--- src/rtl/muldiv_seq.sv ---
// Multicycle signed multiply/divide sequencer, one bit per cycle, results in HI/LO.
// Define MULDIV_UNSIGNED_EN to add MULTU (op 10) and DIVU (op 11).
// States: IDLE wait start | ITER one bit per cycle | FIX sign fix, write HI/LO | ZERO divide-by-zero
module muldiv_seq #(
    parameter int WIDTH = 32
) (
    input  logic             clk,
    input  logic             reset_in,
    input  logic             start,
    input  logic [1:0]       op,
    input  logic [WIDTH-1:0] a,
    input  logic [WIDTH-1:0] b,
    output logic             busy,
    output logic             done,
    output logic             div_zero,
    output logic [WIDTH-1:0] hi,
    output logic [WIDTH-1:0] lo
);
    localparam int CW = $clog2(WIDTH) + 1;

    localparam logic [1:0] S_IDLE = 2'd0;
    localparam logic [1:0] S_ITER = 2'd1;
    localparam logic [1:0] S_FIX  = 2'd2;
    localparam logic [1:0] S_ZERO = 2'd3;

    logic [1:0]         state;
    logic [CW-1:0]      cnt;
    logic               is_div;
    logic               neg_q;
    logic               neg_r;
    logic [WIDTH-1:0]   mag_a;
    logic [WIDTH-1:0]   mag_b;
    logic [2*WIDTH-1:0] acc;

    logic               use_signed;
    logic               a_neg;
    logic               b_neg;
    logic [WIDTH-1:0]   abs_a;
    logic [WIDTH-1:0]   abs_b;
    logic [WIDTH:0]     mul_sum;
    logic [WIDTH:0]     rem_shift;
    logic               rem_ge;
    logic [WIDTH-1:0]   rem_sub;
    logic [2*WIDTH-1:0] prod_fix;
    logic [WIDTH-1:0]   q_fix;
    logic [WIDTH-1:0]   r_fix;

`ifdef MULDIV_UNSIGNED_EN
    assign use_signed = ~op[1];
`else
    logic op_unused;
    assign op_unused  = op[1];
    assign use_signed = 1'b1;
`endif

    assign a_neg = use_signed & a[WIDTH-1];
    assign b_neg = use_signed & b[WIDTH-1];
    assign abs_a = a_neg ? -a : a;
    assign abs_b = b_neg ? -b : b;

    // Multiply: add multiplicand into the upper half, then shift the whole product right.
    assign mul_sum = {1'b0, acc[2*WIDTH-1:WIDTH]} + (mag_b[0] ? {1'b0, mag_a} : '0);

    // Divide: remainder lives in acc upper half, quotient bits shift into the lower half,
    // dividend bits are consumed MSB-first from mag_a.
    assign rem_shift = {acc[2*WIDTH-1:WIDTH], mag_a[WIDTH-1]};
    assign rem_ge    = rem_shift >= {1'b0, mag_b};
    assign rem_sub   = rem_shift[WIDTH-1:0] - mag_b;

    assign prod_fix = neg_q ? -acc : acc;
    assign q_fix    = neg_q ? -acc[WIDTH-1:0] : acc[WIDTH-1:0];
    assign r_fix    = neg_r ? -acc[2*WIDTH-1:WIDTH] : acc[2*WIDTH-1:WIDTH];

    always_ff @(posedge clk or posedge reset_in) begin
        if (reset_in) begin
            state    <= S_IDLE;
            cnt      <= '0;
            is_div   <= 1'b0;
            neg_q    <= 1'b0;
            neg_r    <= 1'b0;
            mag_a    <= '0;
            mag_b    <= '0;
            acc      <= '0;
            busy     <= 1'b0;
            done     <= 1'b0;
            div_zero <= 1'b0;
            hi       <= '0;
            lo       <= '0;
        end else begin
            done     <= 1'b0;
            div_zero <= 1'b0;
            case (state)
                S_IDLE: begin
                    if (start) begin
                        is_div <= op[0];
                        mag_a  <= abs_a;
                        mag_b  <= abs_b;
                        neg_q  <= a_neg ^ b_neg;
                        neg_r  <= a_neg;
                        acc    <= '0;
                        cnt    <= '0;
                        busy   <= 1'b1;
                        state  <= (op[0] && (b == '0)) ? S_ZERO : S_ITER;
                    end
                end
                S_ITER: begin
                    cnt <= cnt + CW'(1);
                    if (is_div) begin
                        mag_a <= mag_a << 1;
                        if (rem_ge)
                            acc <= {rem_sub, acc[WIDTH-2:0], 1'b1};
                        else
                            acc <= {rem_shift[WIDTH-1:0], acc[WIDTH-2:0], 1'b0};
                    end else begin
                        mag_b <= mag_b >> 1;
                        acc   <= {mul_sum, acc[WIDTH-1:1]};
                    end
                    if (cnt == CW'(WIDTH - 1))
                        state <= S_FIX;
                end
                S_FIX: begin
                    if (is_div) begin
                        hi <= r_fix;
                        lo <= q_fix;
                    end else begin
                        hi <= prod_fix[2*WIDTH-1:WIDTH];
                        lo <= prod_fix[WIDTH-1:0];
                    end
                    done  <= 1'b1;
                    busy  <= 1'b0;
                    state <= S_IDLE;
                end
                S_ZERO: begin
                    done     <= 1'b1;
                    div_zero <= 1'b1;
                    busy     <= 1'b0;
                    state    <= S_IDLE;
                end
                default: state <= S_IDLE;
            endcase
        end
    end
endmodule

--- config.mk ---
export PLATFORM = sky130hd
export DESIGN_NAME = muldiv_seq
export DESIGN_NICKNAME = d
export VERILOG_FILES = /design/src/rtl/muldiv_seq.sv
export SDC_FILE = /design/constraint.sdc
export NUM_CORES = 1
export LEC_CHECK = 0
export BUFFER_PORTS_ARGS = -buffer_cell sky130_fd_sc_hd__buf_2
export CAP_MARGIN = 20
export CORE_MARGIN = 10
export CORE_UTILIZATION = 25
export DETAILED_ROUTE_END_ITERATION = 6
export SLEW_MARGIN = 20
export SYNTH_ARGS = -nofsm -noshare
export SYNTH_HDL_FRONTEND = slang
export SYNTH_SLANG_ARGS = --single-unit
export TNS_END_PERCENT = 50
--- constraint.sdc ---
create_clock -name clk -period 18 [get_ports clk]
set_clock_uncertainty 0.1 [all_clocks]
set_input_delay 1.8 -clock clk [delete_from_list [all_inputs] [get_ports clk]]
set_output_delay 1.8 -clock clk [all_outputs]
set_load 0.005 [all_outputs]
==> impl_metrics.csv, run 1 <==
group,metric,value,unit
yosys,synth_fp_nets,2026,
min_path,holdPathStages,2,
floorplanning,chipHeight,267.0,um
outcome,status,"completed",
grt,grt_busiest_layer,"met2",
sta,period_share,24.72,%
grt,use_met2,20.78,%
grt,track_usage,13.56,%
sta,worst_pin_slew,1045,ps
layout,drive_gt1_share,11.22,%
floorplanning,die_area,71280,um2
floorplanning,initial_core_util,25.27,%
clocking,cts_resized,0,
floorplanning,coreArea,60360,um2
yosys,yosys.area.top_type,"dfrtp_1",
min_path,hp-start,"lo[17]",
yosys,synth_async_sr_flop_share,100.0,%
clocking,cts_setup_buffers,0,
grt,overflow,0,
setup_path,crit_start,"b[8]",
place,port-buffer-count,134,
clocking,clock_latency,560,ps
layout,mostFrequentLayoutCells,"nand2_1 (219), dfrtp_1 (205), o21ai_1 (201)",
setup_path,worst_setup_path_end_kind,"register",
sta,fin_crit,4450,ps
yosys,avgSynthCellArea,8.091,um2
grt,antenna_found_initial,9,
grt,grt_pass1_vias,13610,
drt,drt_first_pass_iters,5,
sta,timing.hold.ws,379.0,ps
grt,grt_pass1_wl,77990,um
yosys,ys_types,72,
drt,vias,14088,
layout,mostFrequentLayoutCell,"nand2_1",
clocking,clk_pin_slew,60,ps
yosys,yosysWarnings,0,
setup_path,reg2reg_from,"mag_b[0]",
yosys,ys.flop_type,"dfrtp_1",
setup_path,slowest_delay,580,ps
sta,tns,0,ps
clocking,cts_tree,"yes",
setup_path,critical_path_buf_inv_count,1,
clocking,clock_path_buffers,3,
drt,viasPerCell,5.117,
pwr,leakage,0.007569,uW
setup_path,crit_path_start_kind,"primary input",
clocking,htreeDepth,1,
place,placed_area,16630,um2
layout,fin_cells,2753,
floorplanning,die_width,267.0,um
setup_path,r2r_slack,13730,ps
setup_path,cp.required,18340,ps
setup_path,reg2reg_depth,13,
sta,timing.fmax,224.7,MHz
drt,wirelength,49570,um
job,cap_violations,0,
min_path,whs_endpoint,"lo[17]",
yosys,synth_cells,1885,
sta,finalHoldViolations,0,
setup_path,crit_top_cell,"or4_4",
grt,grt_max_degree,101,
place,dp_hpwl,37990,um
setup_path,cp_cell_sequence,"buf_2 > or4_4 > or3_4 > or3_1 > or2_1 > or4_4 > o21ai_2 > nand2_1 > xnor2_1 > a222oi_1",
yosys,ys_ff_latch,206,
clocking,root_buffer,"clkbuf_16",
place,gp_congestion,0.8906,
setup_path,crit_slowest_cell,"or4_4",
setup_path,crit_fanout,5,
yosys,synth_seq_area_share,33.80,%
clocking,hold_buffers,0,
layout,final_area,17570,um2
drt,ant_nets,0,
drt,drc,0,
layout,final_nets,2091,
yosys,synth-edff-count,0,
setup_path,path_class,"in -> reg",
yosys,yosys-top-cells-area,"dfrtp_1 (34%), o21ai_1 (6.6%), xor2_1 (6.1%)",
grt,met3_usage,2.282,%
sta,setup_viol,0,
pwr,peakVddDrop,112.7,uV
grt,grt_use_met1,19.08,%
layout,syn_to_final_growth,15.19,%
pwr,power_density,197.9,nW/um2
floorplanning,fp-row-count,90,
drt,first_iter_violations,1159,
sta,slew_viol_final,0,
min_path,hold_class,"reg -> reg",
floorplanning,io_pins,136,
clocking,clkSinkCount,206,
yosys,yosysTopAreaCellShare,33.80,%
place,dp.cells,2703,
layout,n_fill_cell,6505,
setup_path,crit_family,"simple AND/OR/NAND/NOR gates",
clocking,numCtsBuffers,26,
drt,routedWlPerCell,18.01,um
setup_path,cp_data_arrival_time,4790,ps
yosys,netlist_area,15250,um2
setup_path,reg2reg_to,"acc[59]",
sta,slew_headroom,30.35,%
sta,rsz0062_at_grt,"no",
==> kinds of logic (layout without fill, tap and decap cells) <==
logic type | count (synthesis) | after routing | share of synthesized area (%)
compound gates | 604 | 604 | 23.81
xor+xnor | 170 | 170 | 9.763
fa+ha+maj | 72 | 72 | 6.005
buf+inv | 167 | 252 | 4.176
flops | 206 | 206 | 33.80
mux | 49 | 49 | 3.249
other cells | 0 | 1 | 0
simple gates | 617 | 617 | 19.20
==> cell usage after synthesis, drive strengths merged (5+ instances only) <==
master  number
a21oi      138
a21o        26
ha          70
clkbuf      98
nor4        14
o31ai       35
nand3       56
nor3        23
a211oi      16
mux2i       45
a22oi        5
a31oi       11
dfrtp      206
or3         26
nor2       144
nand2b      17
o211ai      11
nand2      220
nor2b       19
and3         6
and2        38
o21ai      267
o21a        10
xor2       106
o22ai        8
o41ai       20
xnor2       64
buf         16
inv         53
or4         21
o21bai       6
nand4       10
or2          7
==> area by class of cell <==
class,count,area [um2],share of cell area (%)
Antenna cell,1,2.502,0.01424
Timing Repair Buffer,151,810.8,4.615
Inverter,53,206.4,1.175
Tap cell,782,978.4,5.569
Sequential cell,206,5156,29.35
Clock buffer,35,755.7,4.302
Multi-Input combinational cell,1512,9499,54.07
Clock inverter,13,158.9,0.9045
==> power by group <==
| part | switching (uW) | total (uW) | internal [uW] |
|---|---|---|---|
| logic | 1250 | 2060 | 813 |
| clock network | 218 | 555 | 338 |
| registers | 242 | 861 | 619 |
| total | 1710 | 3480 | 1770 |
==> sequential cells by signal, summed over array words and instances (netlist names), 2 cells and up <==
| signal | count |
|---|---|
| mag_b | 32 |
| cnt | 6 |
| lo | 32 |
| state | 2 |
| acc | 64 |
| hi | 32 |
| mag_a | 32 |
==> per-layer routing <==
layer	share of wire (%)	wire length, um	vias to the layer above
met2	43	21110	417
met1	49	24140	6689
met3	5.9	2923	76
met5	0.16	79	-
met4	2.7	1317	12
li1	-	-	6894
==> tightest hold or removal path: stages, from the launching register on <==
cell	delay (ps)
dfrtp_1	340
nand2_1	50
o21ai_1	60
==> worst max path at each step <==
| stage | to | slack, ps | cells past startpoint |
|---|---|---|---|
| after global routing | acc[59] | 13440 | 13 |
| final | mag_b[30] | 13550 | 10 |
| after detailed placement | mag_b[30] | 12990 | 10 |
| after global placement | mag_b[30] | 13070 | 10 |
| after floorplan | acc[0] | 10480 | 1 |
| after CTS | mag_b[30] | 13570 | 10 |
==> per-stage QoR <==
step,total power (uW),setup slack [ps],utilization [%]
2_1_floorplan,2326,10480,-
3_3_place_gp,2865,13070,27.55
3_5_place_dp,2895,12990,27.55
4_1_cts,3466,13570,29.07
5_1_grt,3766,13440,29.11
6_report,3477,13550,29.11
(Power assumes the default switching activity.)
==> run 2, diff against run 1 <==
==> constraint.sdc (replaced) <==
create_clock -name clk -period 3.8 [get_ports clk]
set_clock_uncertainty 0.1 [all_clocks]
set_input_delay 0.38 -clock clk [delete_from_list [all_inputs] [get_ports clk]]
set_output_delay 0.38 -clock clk [all_outputs]
set_load 0.005 [all_outputs]
==> impl_metrics.csv, run 2 (synthesis gave the netlist of run 1 again) <==
group,metric,value,unit
sta,setup_viol,0,
setup_path,crit_family,"compound AO/OA/AOI/OAI gates",
clocking,cts_tree,"yes",
sta,tns,0,ps
grt,grt_pass1_vias,14193,
drt,first_iter_violations,1024,
grt,antenna_found_initial,4,
layout,mostFrequentLayoutCells,"nand2_1 (219), dfrtp_1 (205), o21ai_1 (201)",
layout,drive_gt1_share,14.63,%
min_path,hold_class,"in -> reg",
sta,slew_viol_final,0,
floorplanning,chipHeight,267.0,um
layout,regMostFlops,"acc",
drt,routedWlPerCell,18.14,um
clocking,htreeDepth,1,
drt,wirelength,51400,um
grt,overflow,0,
setup_path,crit_slowest_cell,"o31ai_1",
sta,period_share,93.93,%
pwr,leakage,0.007942,uW
pwr,power_density,942.4,nW/um2
grt,track_usage,14.09,%
drt,met3_length,2954,um
layout,final_nets,2177,
layout,seq_area,5156,um2
drt,drt_first_pass_iters,6,
setup_path,cp_cell_sequence,"buf_12 > and2_1 > ha_1 > inv_1 > fa_1 > nor2b_1 > o31a_1 > a41oi_1 > a21oi_1 > o31ai_1 > a211oi_1 > or3_1 > a31o_1 > o211ai_1",
outcome,status,"completed",
sta,finalHoldViolations,0,
job,cap_violations,0,
layout,multi_input_area,9508,um2
floorplanning,initial_core_util,25.27,%
drt,vias,14221,
min_path,whs_endpoint,"mag_a[0]",
sta,rsz0062_at_grt,"no",
place,port-buffer-count,134,
floorplanning,coreArea,60360,um2
place,gp_congestion,0.9895,
setup_path,worst_setup_path_end_kind,"register",
clocking,numCtsBuffers,25,
layout,largest_reg_flops,64,
layout,fin_util,30.06,%
floorplanning,fp-row-count,90,
sta,timing.fmax,280.2,MHz
setup_path,reg2reg_to,"acc[61]",
setup_path,critical_path_buf_inv_count,2,
drt,viasPerCell,5.018,
grt,grt_pass1_wl,80740,um
setup_path,r2r_slack,230,ps
place,dp_hpwl,40030,um
setup_path,reg2reg_depth,14,
drt,met1_length,24050,um
drt,dr.max_layer_used,"met5",
setup_path,cp.required,4160,ps
setup_path,path_class,"reg -> reg",
sta,slew_headroom,40.92,%
layout,syn_to_final_growth,18.95,%
setup_path,cp_data_arrival_time,3930,ps
floorplanning,die_area,71280,um2
min_path,holdPathStages,3,
sta,worst_pin_slew,886.2,ps
sta,fin_crit,3569,ps
setup_path,slowest_delay,420,ps
clocking,cts_setup_buffers,0,
setup_path,reg2reg_from,"mag_b[0]",
floorplanning,io_pins,136,
clocking,root_buffer,"clkbuf_16",
min_path,hp-start,"a[0]",
pwr,totalPowerFinal,17100,uW
layout,mostFrequentLayoutCell,"nand2_1",
clocking,clk_pin_slew,60,ps
drt,dr_wl_met2,23290,um
drt,ant_nets,0,
clocking,clkSinkCount,206,
clocking,clock_path_buffers,3,
clocking,clock_latency,550,ps
setup_path,crit_path_start_kind,"register",
floorplanning,die_width,267.0,um
pwr,peakVddDrop,348.3,uV
setup_path,crit_fanout,16,
grt,grt_max_degree,180,
drt,drc,0,
layout,n_fill_cell,6521,
-- run 2: cell types whose count changed in the layout (fill, tap and decap cells not counted), moves of 2 or more --
cell | previous run | this run
buf_12 | 1 | 4
buf_4 | 16 | 97
bufinv_16 | 3 | 1
clkbuf_16 | 27 | 25
clkbuf_8 | 5 | 2
dlygate4sd3_1 | 0 | 2
-- run 2: what timing repair did --
action	in CTS	in global routing
hold endpoints to repair	28	0
resized for setup	0	2
hold buffers	2	0
endpoints found under the setup margin	0	2
-- run 2: worst max path at each step --
stage                        start       to  slack, ps  cells past startpoint
after floorplan            acc[34]   acc[0]        530                     11
after global placement    mag_b[0]  acc[61]        290                     14
after detailed placement  mag_b[0]  acc[61]        280                     14
after CTS                 mag_b[0]  acc[61]        260                     14
after global routing      mag_b[0]  acc[61]         60                     14
final                     mag_b[0]  acc[61]        230                     14
-- run 2: power by group --
| part | internal (uW) | switching, uW | total, uW |
|---|---|---|---|
| clock | 1310 | 984 | 2300 |
| sequential | 2940 | 896 | 3840 |
| combinational | 4500 | 6460 | 11000 |
| total | 8750 | 8340 | 17100 |
-- run 2: layout make-up --
cell class / count / share of cell area (%)
diodes: 1 / 0.01379
clock buffers: 31 / 3.683
clock inverters: 11 / 0.5449
inverters: 53 / 1.117
multi-input cells: 1512 / 52.41
flip-flops and latches: 206 / 28.42
well taps: 782 / 5.393
repair buffers: 238 / 8.414
-- run 2: tightest hold or removal path: stages --
cell	delay (ps)
buf_2	110
inv_1	100
o21ai_1	80
-- run 2: metal layers --
| layer | global-route usage [%] | vias to the layer above |
|---|---|---|
| li1 | - | 7074 |
| met1 | 19.03 | 6740 |
| met2 | 23.00 | 337 |
| met3 | 2.292 | 64 |
| met4 | 3.485 | 6 |
| met5 | 0 | - |
-- run 2: per-stage QoR --
| step | cells | hold slack (ps) | setup slack [ps] | cell area, um2 |
|---|---|---|---|---|
| 6_report | 2834 | 77.18 | 230.7 | 18140 |
| 5_1_grt | 2834 | 70.33 | 56.69 | 18140 |
| 4_1_cts | 2832 | 52.74 | 259.2 | 18100 |
| 3_5_place_dp | 2788 | 365.3 | 278.3 | 17310 |
| 3_3_place_gp | 2788 | 363.0 | 287.5 | 17310 |
| 2_1_floorplan | 1885 | 344.6 | 526.8 | 15250 |
